$ cat src/rtl/aud_dsp_cmd_arb_pkg.sv
// Shared types and command field layout for the audio DSP command arbiter.
// The FSM state enum, command field positions and parameter defaults live here.
package aud_dsp_cmd_arb_pkg;

  localparam int TIMEOUT_CYC_DEF = 4096;
  localparam int CMD_W_DEF       = 70;

  localparam int OP_LSB       = 0;
  localparam int OP_W         = 6;
  localparam int BUF_MODE_BIT = 6;
  localparam int BUF_SEL_BIT  = 7;
  localparam int QUANT_LSB    = 8;
  localparam int QUANT_W      = 6;
  localparam int OFF_W        = 8;
  localparam int IN_OFF_LSB   = 14;
  localparam int OUT_OFF_LSB  = 22;
  localparam int COEF_OFF_LSB = 30;
  localparam int PARAM0_LSB   = 38;
  localparam int PARAM0_W     = 32;

  typedef enum logic [1:0] {
    ST_IDLE,
    ST_ISSUE,
    ST_ARM,
    ST_WAIT
  } arb_state_e;

endpackage

$ cat src/rtl/aud_dsp_cmd_arb_rr_pick2.sv
// Two-way round-robin pick: on a tie the requester that did not win last
// time is chosen; a lone valid always wins.
module aud_dsp_rr_pick2 (
  input  logic req0_valid,
  input  logic req1_valid,
  input  logic last_grant,
  output logic any_valid,
  output logic winner
);

  assign any_valid = req0_valid | req1_valid;
  assign winner    = (req0_valid & req1_valid) ? ~last_grant : req1_valid;

endmodule

$ cat src/rtl/aud_dsp_cmd_arb.sv
// Arbitrates host and sequencer commands onto the single DSP datapath.
// Define AUD_DSP_ARB_TIMEOUT_EN to build the WAIT-state abort counter.
import aud_dsp_cmd_arb_pkg::*;

module aud_dsp_cmd_arb #(
  parameter int TIMEOUT_CYC = TIMEOUT_CYC_DEF,
  parameter int CMD_W       = CMD_W_DEF
) (
  input  logic             clk,
  input  logic             rst_n,
  input  logic             req0_valid,
  input  logic [CMD_W-1:0] req0_cmd,
  output logic             req0_ready,
  output logic             req0_done,
  input  logic             req1_valid,
  input  logic [CMD_W-1:0] req1_cmd,
  output logic             req1_ready,
  output logic             req1_done,
  output logic             req_err,
  output logic             dsp_start,
  output logic [CMD_W-1:0] dsp_cmd,
  input  logic             dsp_busy,
  output logic             grant_id,
  output logic             arb_busy
);

  arb_state_e       state_q, state_d;
  logic             grant_q, grant_d;
  logic [CMD_W-1:0] cmd_q, cmd_d;
  logic             any_valid, winner;
  logic             rdy0, rdy1, fin, err;

`ifdef AUD_DSP_ARB_TIMEOUT_EN
  localparam int CNT_W = (TIMEOUT_CYC > 1) ? $clog2(TIMEOUT_CYC) : 1;
  localparam logic [CNT_W-1:0] CNT_LAST = CNT_W'(TIMEOUT_CYC - 1);
  logic [CNT_W-1:0] cnt_q, cnt_d;
`endif

  aud_dsp_rr_pick2 u_pick (
    .req0_valid (req0_valid),
    .req1_valid (req1_valid),
    .last_grant (grant_q),
    .any_valid  (any_valid),
    .winner     (winner)
  );

  always_comb begin
    state_d = state_q;
    grant_d = grant_q;
    cmd_d   = cmd_q;
    rdy0    = 1'b0;
    rdy1    = 1'b0;
    fin     = 1'b0;
    err     = 1'b0;
`ifdef AUD_DSP_ARB_TIMEOUT_EN
    cnt_d   = cnt_q;
`endif
    unique case (1'b1)
      (state_q == ST_IDLE): begin
        if (any_valid) begin
          grant_d = winner;
          cmd_d   = winner ? req1_cmd : req0_cmd;
          rdy0    = ~winner;
          rdy1    = winner;
          state_d = ST_ISSUE;
        end
      end
      (state_q == ST_ISSUE): state_d = ST_ARM;
      // ARM masks busy while the datapath reacts to the start pulse
      (state_q == ST_ARM): begin
        state_d = ST_WAIT;
`ifdef AUD_DSP_ARB_TIMEOUT_EN
        cnt_d   = '0;
`endif
      end
      (state_q == ST_WAIT): begin
        if (!dsp_busy) begin
          fin     = 1'b1;
          state_d = ST_IDLE;
        end
`ifdef AUD_DSP_ARB_TIMEOUT_EN
        else if (cnt_q == CNT_LAST) begin
          fin     = 1'b1;
          err     = 1'b1;
          state_d = ST_IDLE;
        end else begin
          cnt_d = cnt_q + 1'b1;
        end
`endif
      end
      default: state_d = ST_IDLE;
    endcase
  end

  always_ff @(posedge clk or negedge rst_n) begin
    if (!rst_n) begin
      state_q <= ST_IDLE;
      grant_q <= 1'b1;
      cmd_q   <= '0;
    end else begin
      state_q <= state_d;
      grant_q <= grant_d;
      cmd_q   <= cmd_d;
    end
  end

`ifdef AUD_DSP_ARB_TIMEOUT_EN
  always_ff @(posedge clk or negedge rst_n) begin
    if (!rst_n) cnt_q <= '0;
    else        cnt_q <= cnt_d;
  end
  assign req_err = err;
`else
  assign req_err = err & 1'b0;
`endif

  // ready is combinational in IDLE, so hold it low while reset is asserted
  assign req0_ready = rst_n & rdy0;
  assign req1_ready = rst_n & rdy1;
  assign req0_done  = fin & ~grant_q;
  assign req1_done  = fin & grant_q;
  assign dsp_start  = (state_q == ST_ISSUE);
  assign dsp_cmd    = cmd_q;
  assign grant_id   = grant_q;
  assign arb_busy   = (state_q != ST_IDLE);

endmodule

$ cat config.mk
export PLATFORM = sky130hd
export DESIGN_NAME = aud_dsp_cmd_arb
export DESIGN_NICKNAME = d
export VERILOG_FILES = /design/src/rtl/aud_dsp_cmd_arb_pkg.sv /design/src/rtl/aud_dsp_cmd_arb_rr_pick2.sv /design/src/rtl/aud_dsp_cmd_arb.sv
export SDC_FILE = /design/constraint.sdc
export NUM_CORES = 1
export LEC_CHECK = 0
export CORE_UTILIZATION = 39
export DETAILED_ROUTE_END_ITERATION = 6
export PLACE_DENSITY_LB_ADDON = 0.05
export SLEW_MARGIN = 40
export SYNTH_ARGS = -nofsm -noshare
export SYNTH_HDL_FRONTEND = slang
export SYNTH_SLANG_ARGS = --single-unit
$ cat constraint.sdc
create_clock -name clk -period 5.15 [get_ports clk]
set_clock_uncertainty 0.15 [all_clocks]
set_input_delay 1.03 -clock clk [delete_from_list [all_inputs] [get_ports clk]]
set_output_delay 1.03 -clock clk [all_outputs]
set_load 0.005 [all_outputs]
**Word level (Yosys, flattened, before mapping)**

Cells that the tools add are included.

- Equal/unequal tests: 5
- Mux-type cells: 11
- Bitwise logic cells: 8
- Reductions and logical operators: 4

Operators by type and width:

| kind | number |
|---|---|
| 70-bit two-way mux | 1 |
| 2-bit one-hot mux with 4 select lines | 1 |
| 1-bit two-way mux | 7 |
| 1-bit bitwise AND | 5 |
| 2-bit == test (second input constant) | 2 |
| 2-bit two-way mux | 2 |
| 2-bit != test (second input constant) | 2 |
| 2-bit AND reduction | 2 |
| 2-bit by 1-bit == test with 1-bit output (second input constant) | 1 |
| 2-bit zero test | 1 |
| 1-bit NOT | 2 |
| 2-bit nonzero test | 1 |
| 1-bit bitwise OR | 1 |

- Register bits after elaboration: 73
- Input port bits: 145
- Output and inout port bits: 78

**Depth between registers and ports, before layout**

- Word-level depth: 6
- Depth in mapped cells: 7
- Mapped depth without buffers: 5

**Hierarchy**

Synthesis repeated with hierarchy kept, for this count alone.

- Cells, all modules: 332
- Area total of the unflattened synthesis: 3776.1 um^2

Modules (own cells, without submodules):

| module | times used | cells an instance | area an instance (um^2) | seq. area each (um^2) |
|---|---|---|---|---|
| aud_dsp_cmd_arb | 1 | 330 | 3762.4 | 1828.0 |
| aud_dsp_rr_pick2 | 1 | 2 | 13.8 | 0.0 |

**Worst setup path after synthesis**

No wires, ideal clock.

- Path type: input to output
- From: input port req0_valid
- To: output port req1_ready
- Data arrival time: 1.887 ns
- Data required time: 3.970 ns
- Setup slack: 2.083 ns
- Stages: 5
- Path buffers: 3
- Cell sequence: buf_2 -> a21boi_4 -> buf_6 -> buf_6 -> and3_1

- Longest elaborated chain between the ends: 5
- Elaborated cells between the ends (all ways): 6
- Classes of those cells: 3 x mux; 3 x bitwise

RTL lines:

| what | RTL line | RTL |
|---|---|---|
| start: declaration | aud_dsp_cmd_arb.sv:11 | `input logic req0_valid,` |
| 1-bit bitwise AND | aud_dsp_cmd_arb_rr_pick2.sv:12 | `assign winner = (req0_valid & req1_valid) ? ~last_grant : req1_valid;` |
| 1-bit two-way mux | aud_dsp_cmd_arb_rr_pick2.sv:12 |  |
| 1-bit two-way mux * | aud_dsp_cmd_arb.sv:60 | `if (any_valid) begin` |
| 1-bit two-way mux * | aud_dsp_cmd_arb.sv:58 | `unique case (1'b1)` |
| 1-bit bitwise AND * | aud_dsp_cmd_arb.sv:119 | `assign req1_ready = rst_n & rdy1;` |
| end: declaration | aud_dsp_cmd_arb.sv:17 | `output logic req1_ready,` |

Every way passes the cells marked *; elsewhere a longest branch is shown, timed or not.

**Final worst setup path**

- From: input port req0_valid
- To: output port req0_ready

- Longest elaborated chain between the ends: 6
- Elaborated cells between the ends (all ways): 7
- Classes of those cells: 3 x mux; 4 x bitwise

RTL lines:

| what | RTL line | RTL |
|---|---|---|
| 1-bit bitwise AND | aud_dsp_cmd_arb_rr_pick2.sv:12 |  |
| 1-bit two-way mux | aud_dsp_cmd_arb_rr_pick2.sv:12 |  |
| 1-bit NOT | aud_dsp_cmd_arb.sv:63 | `rdy0 = ~winner;` |
| 1-bit two-way mux * | aud_dsp_cmd_arb.sv:60 |  |
| 1-bit two-way mux * | aud_dsp_cmd_arb.sv:58 |  |
| 1-bit bitwise AND * | aud_dsp_cmd_arb.sv:118 | `assign req0_ready = rst_n & rdy0;` |
| end: declaration | aud_dsp_cmd_arb.sv:13 | `output logic req0_ready,` |

Marks and branches as above.

==> results.toml <==
[power_and_ir_drop]
total_power_mw = 2.98
swShare = 0.325
p_seq_frac = 0.347
p_comb_frac = 0.501
ir_worst_vdd_mv = 0.319
intPower_mw = 2.01
p_leak_nw = 2.58
p_sw_mw = 0.967
p_clk_frac = 0.152
p_per_area_nw_per_um2 = 515

[clock_network]
clockRootBuffer = "clkbuf_8"
clock-sinks = 73
cts.clk_slew.worst_paths_ns = 0.08
insertion_delay_ns = 0.35
cts_resized = 0
cts-buffers-inserted = 9
cts-hold-fix-buffers = 0
cts_tree = "built"
clk_path_buf_depth = 2
cts_setup_buffers = 0
cts_max_level = 3

[floorplan]
chipHeight_um = 95.0
core_area_um2 = 8300
io_pins = 223
fp-row-count = 33
dieArea_um2 = 9020
initial_core_util = 0.406
die_x_um = 95.0

[global_routing]
grt_max_degree = 72
gr-total-overflow = 0
grt_pass1_wl_mm = 16.6
first_global_vias = 3134
grt.total_usage = 0.244
antenna_found_initial = 0

[final_layout]
finalNetCount = 660
layout-drive-gt1-share = 0.0562
final_cell_mix = "220 x clkdlybuf4s50_1, 72 x dfrtp_1, 54 x and3_1"
final_common_cell = "clkdlybuf4s50_1"
area.growth.synth_to_final_pct = 71.6
final_core_util = 0.697
fillers = 612
n_antenna_cell = 0

[route]
vias = 3374
wl_mm = 11.1
drt_first_pass_iters = 4
via_per_inst = 5.43
drc_errors = 0
routedWlPerCell_um = 17.9
drtIter0Drc = 198
antenna_left = 0

[synthesis]
syn_area_um2 = 3370
synth_top_area_share = 0.535
syn_nets = 453
synth_top_family_by_area = "compound AO/OA/AOI/OAI gates"
yosys.area_share.xor_xnor = 0
yosysWarnings = 0
yosysTopAreaCell = "dfrtp_1"
synth_cells = 304
synthMuxAreaShare = 0.00334
synthTopCellsByArea = "dfrtp_1 53%, a221o_1 15%, and3_1 10%, a21oi_1 5.5%, buf_6 2.3%"
ys_seq_area_frac = 0.542
postSynthAreaPerCell_um2 = 11.1
yosys.area_share.simple = 0.151
synth_seq_cells = 73
synth_cell_types = 25
synth_fa_ha_area_frac = 0.0148
synth_compound_area_frac = 0.232

[worst_setup_path]
cpMaxStageDelayCell = "clkdlybuf4s50_1"
cpMostUsedCell = "clkdlybuf4s50_1"
path_max_fanout = 19
cp-start-kind = "input port"
path_buf_inv = 2
crit_arrival_ns = 2.87
end_kind = "primary output"
cp_top_family = "buffers and inverters"
required_ns = 3.97
cpPeakStageDelay_ns = 0.68
path_cells = "clkdlybuf4s50_1 -> a21bo_2 -> and3_1 -> clkdlybuf4s50_1"
worstSetupPathType = "input port to primary output"

[timing]
setup_viol = 0
min_period_ns = 4.05
slew_violations = 0
hold_viol_final = 0
grt_setup_unrepaired = "no"
timing.setup.tns_ns = 0
max_freq_mhz = 247
holdWs_ns = 0.340
setup_ws_ns = 1.10
finalCritPeriodShare = 0.786
worst_slew_pin_slew_ns = 0.761
slew_headroom = 0.493

[outcome]
status = "finished clean"

[placed_design]
io_buffers = 221
dp_hpwl_mm = 7.56
dp_slack_ns = 1.11
gp_congestion = 0.786

[job]
max-cap-violations = 0

[worst_hold_path]
min_path_type = "input port to async pin"
## kinds of logic after synthesis
| group | Yosys count |
|---|---|
| AO/OA/AOI/OAI | 96 |
| adder cells (fa/ha/maj) | 4 |
| buffers and inverters | 34 |
| flip-flops | 73 |
| multiplexers | 1 |
| other | 1 |
| AND/OR/NAND/NOR | 95 |
## state kept, by name, indices dropped and copies added (netlist names)
name      cells
grant_id      1
dsp_cmd      70
state_q       2
## metrics by stage
stage / std cells / area [um^2]
finish: 621 / 5780
global route: 621 / 5780
CTS: 621 / 5780
detailed placement: 605 / 5590
global placement: 605 / 5580
floorplan: 304 / 3370
## area by class of cell
cell class | instances | area [um^2] | area share
timing repair buffer | 227 | 2260 | 0.391
sequential | 73 | 1830 | 0.316
multi-input combinational | 197 | 1360 | 0.235
clock buffer | 11 | 141 | 0.0244
tap | 105 | 131 | 0.0227
clock inverter | 5 | 55.1 | 0.00952
inverter | 3 | 11.3 | 0.00195
## per-layer routing
metal / share of wire / vias up / global-route usage
li1: - / 1562 / -
met1: 0.41 / 1638 / 0.314
met2: 0.47 / 157 / 0.381
met3: 0.099 / 17 / 0.0781
met4: 0.022 / 0 / 0.0909
met5: 0 / - / 0
## final timing paths
kind / start / endpoint / slack (ns) / cells past startpoint
hold / removal: rst_n / dsp_cmd[49] / 0.34 / 1
setup reg to reg: state_q[0] / dsp_cmd[29] / 2.57 / 7
hold reg to reg: dsp_cmd[6] / dsp_cmd[6] / 0.36 / 1
setup / recovery: req0_valid / req0_ready / 1.10 / 4
min in group clk: dsp_cmd[6] / dsp_cmd[6] / 0.36 / 1
max in group asynchronous: rst_n / dsp_cmd[63] / 3.67 / 2
## power by group through the flow
| stage | registers, mW | clock network (mW) | logic (mW) |
|---|---|---|---|
| floorplan | 1.05 | 0 | 0.656 |
| global placement | 1.04 | 0 | 1.47 |
| detailed placement | 1.04 | 0 | 1.51 |
| CTS | 1.03 | 0.461 | 1.51 |
| global route | 1.07 | 0.490 | 1.62 |
| finish | 1.03 | 0.454 | 1.49 |
## cells in the mapped netlist (all sizes together)
cell type  count
o21ai          1
o21a           1
a21bo          1
a221o         52
nand2         19
inv            3
conb           1
clkbuf        20
o31a           1
ha             4
a2bb2oi        1
a21boi         1
dfstp          1
and3          54
a21oi         37
and3b          1
buf           11
mux2           1
dfrtp         72
nor2          20
a31oi          1
nor3b          1
(Power assumes the default switching activity.)
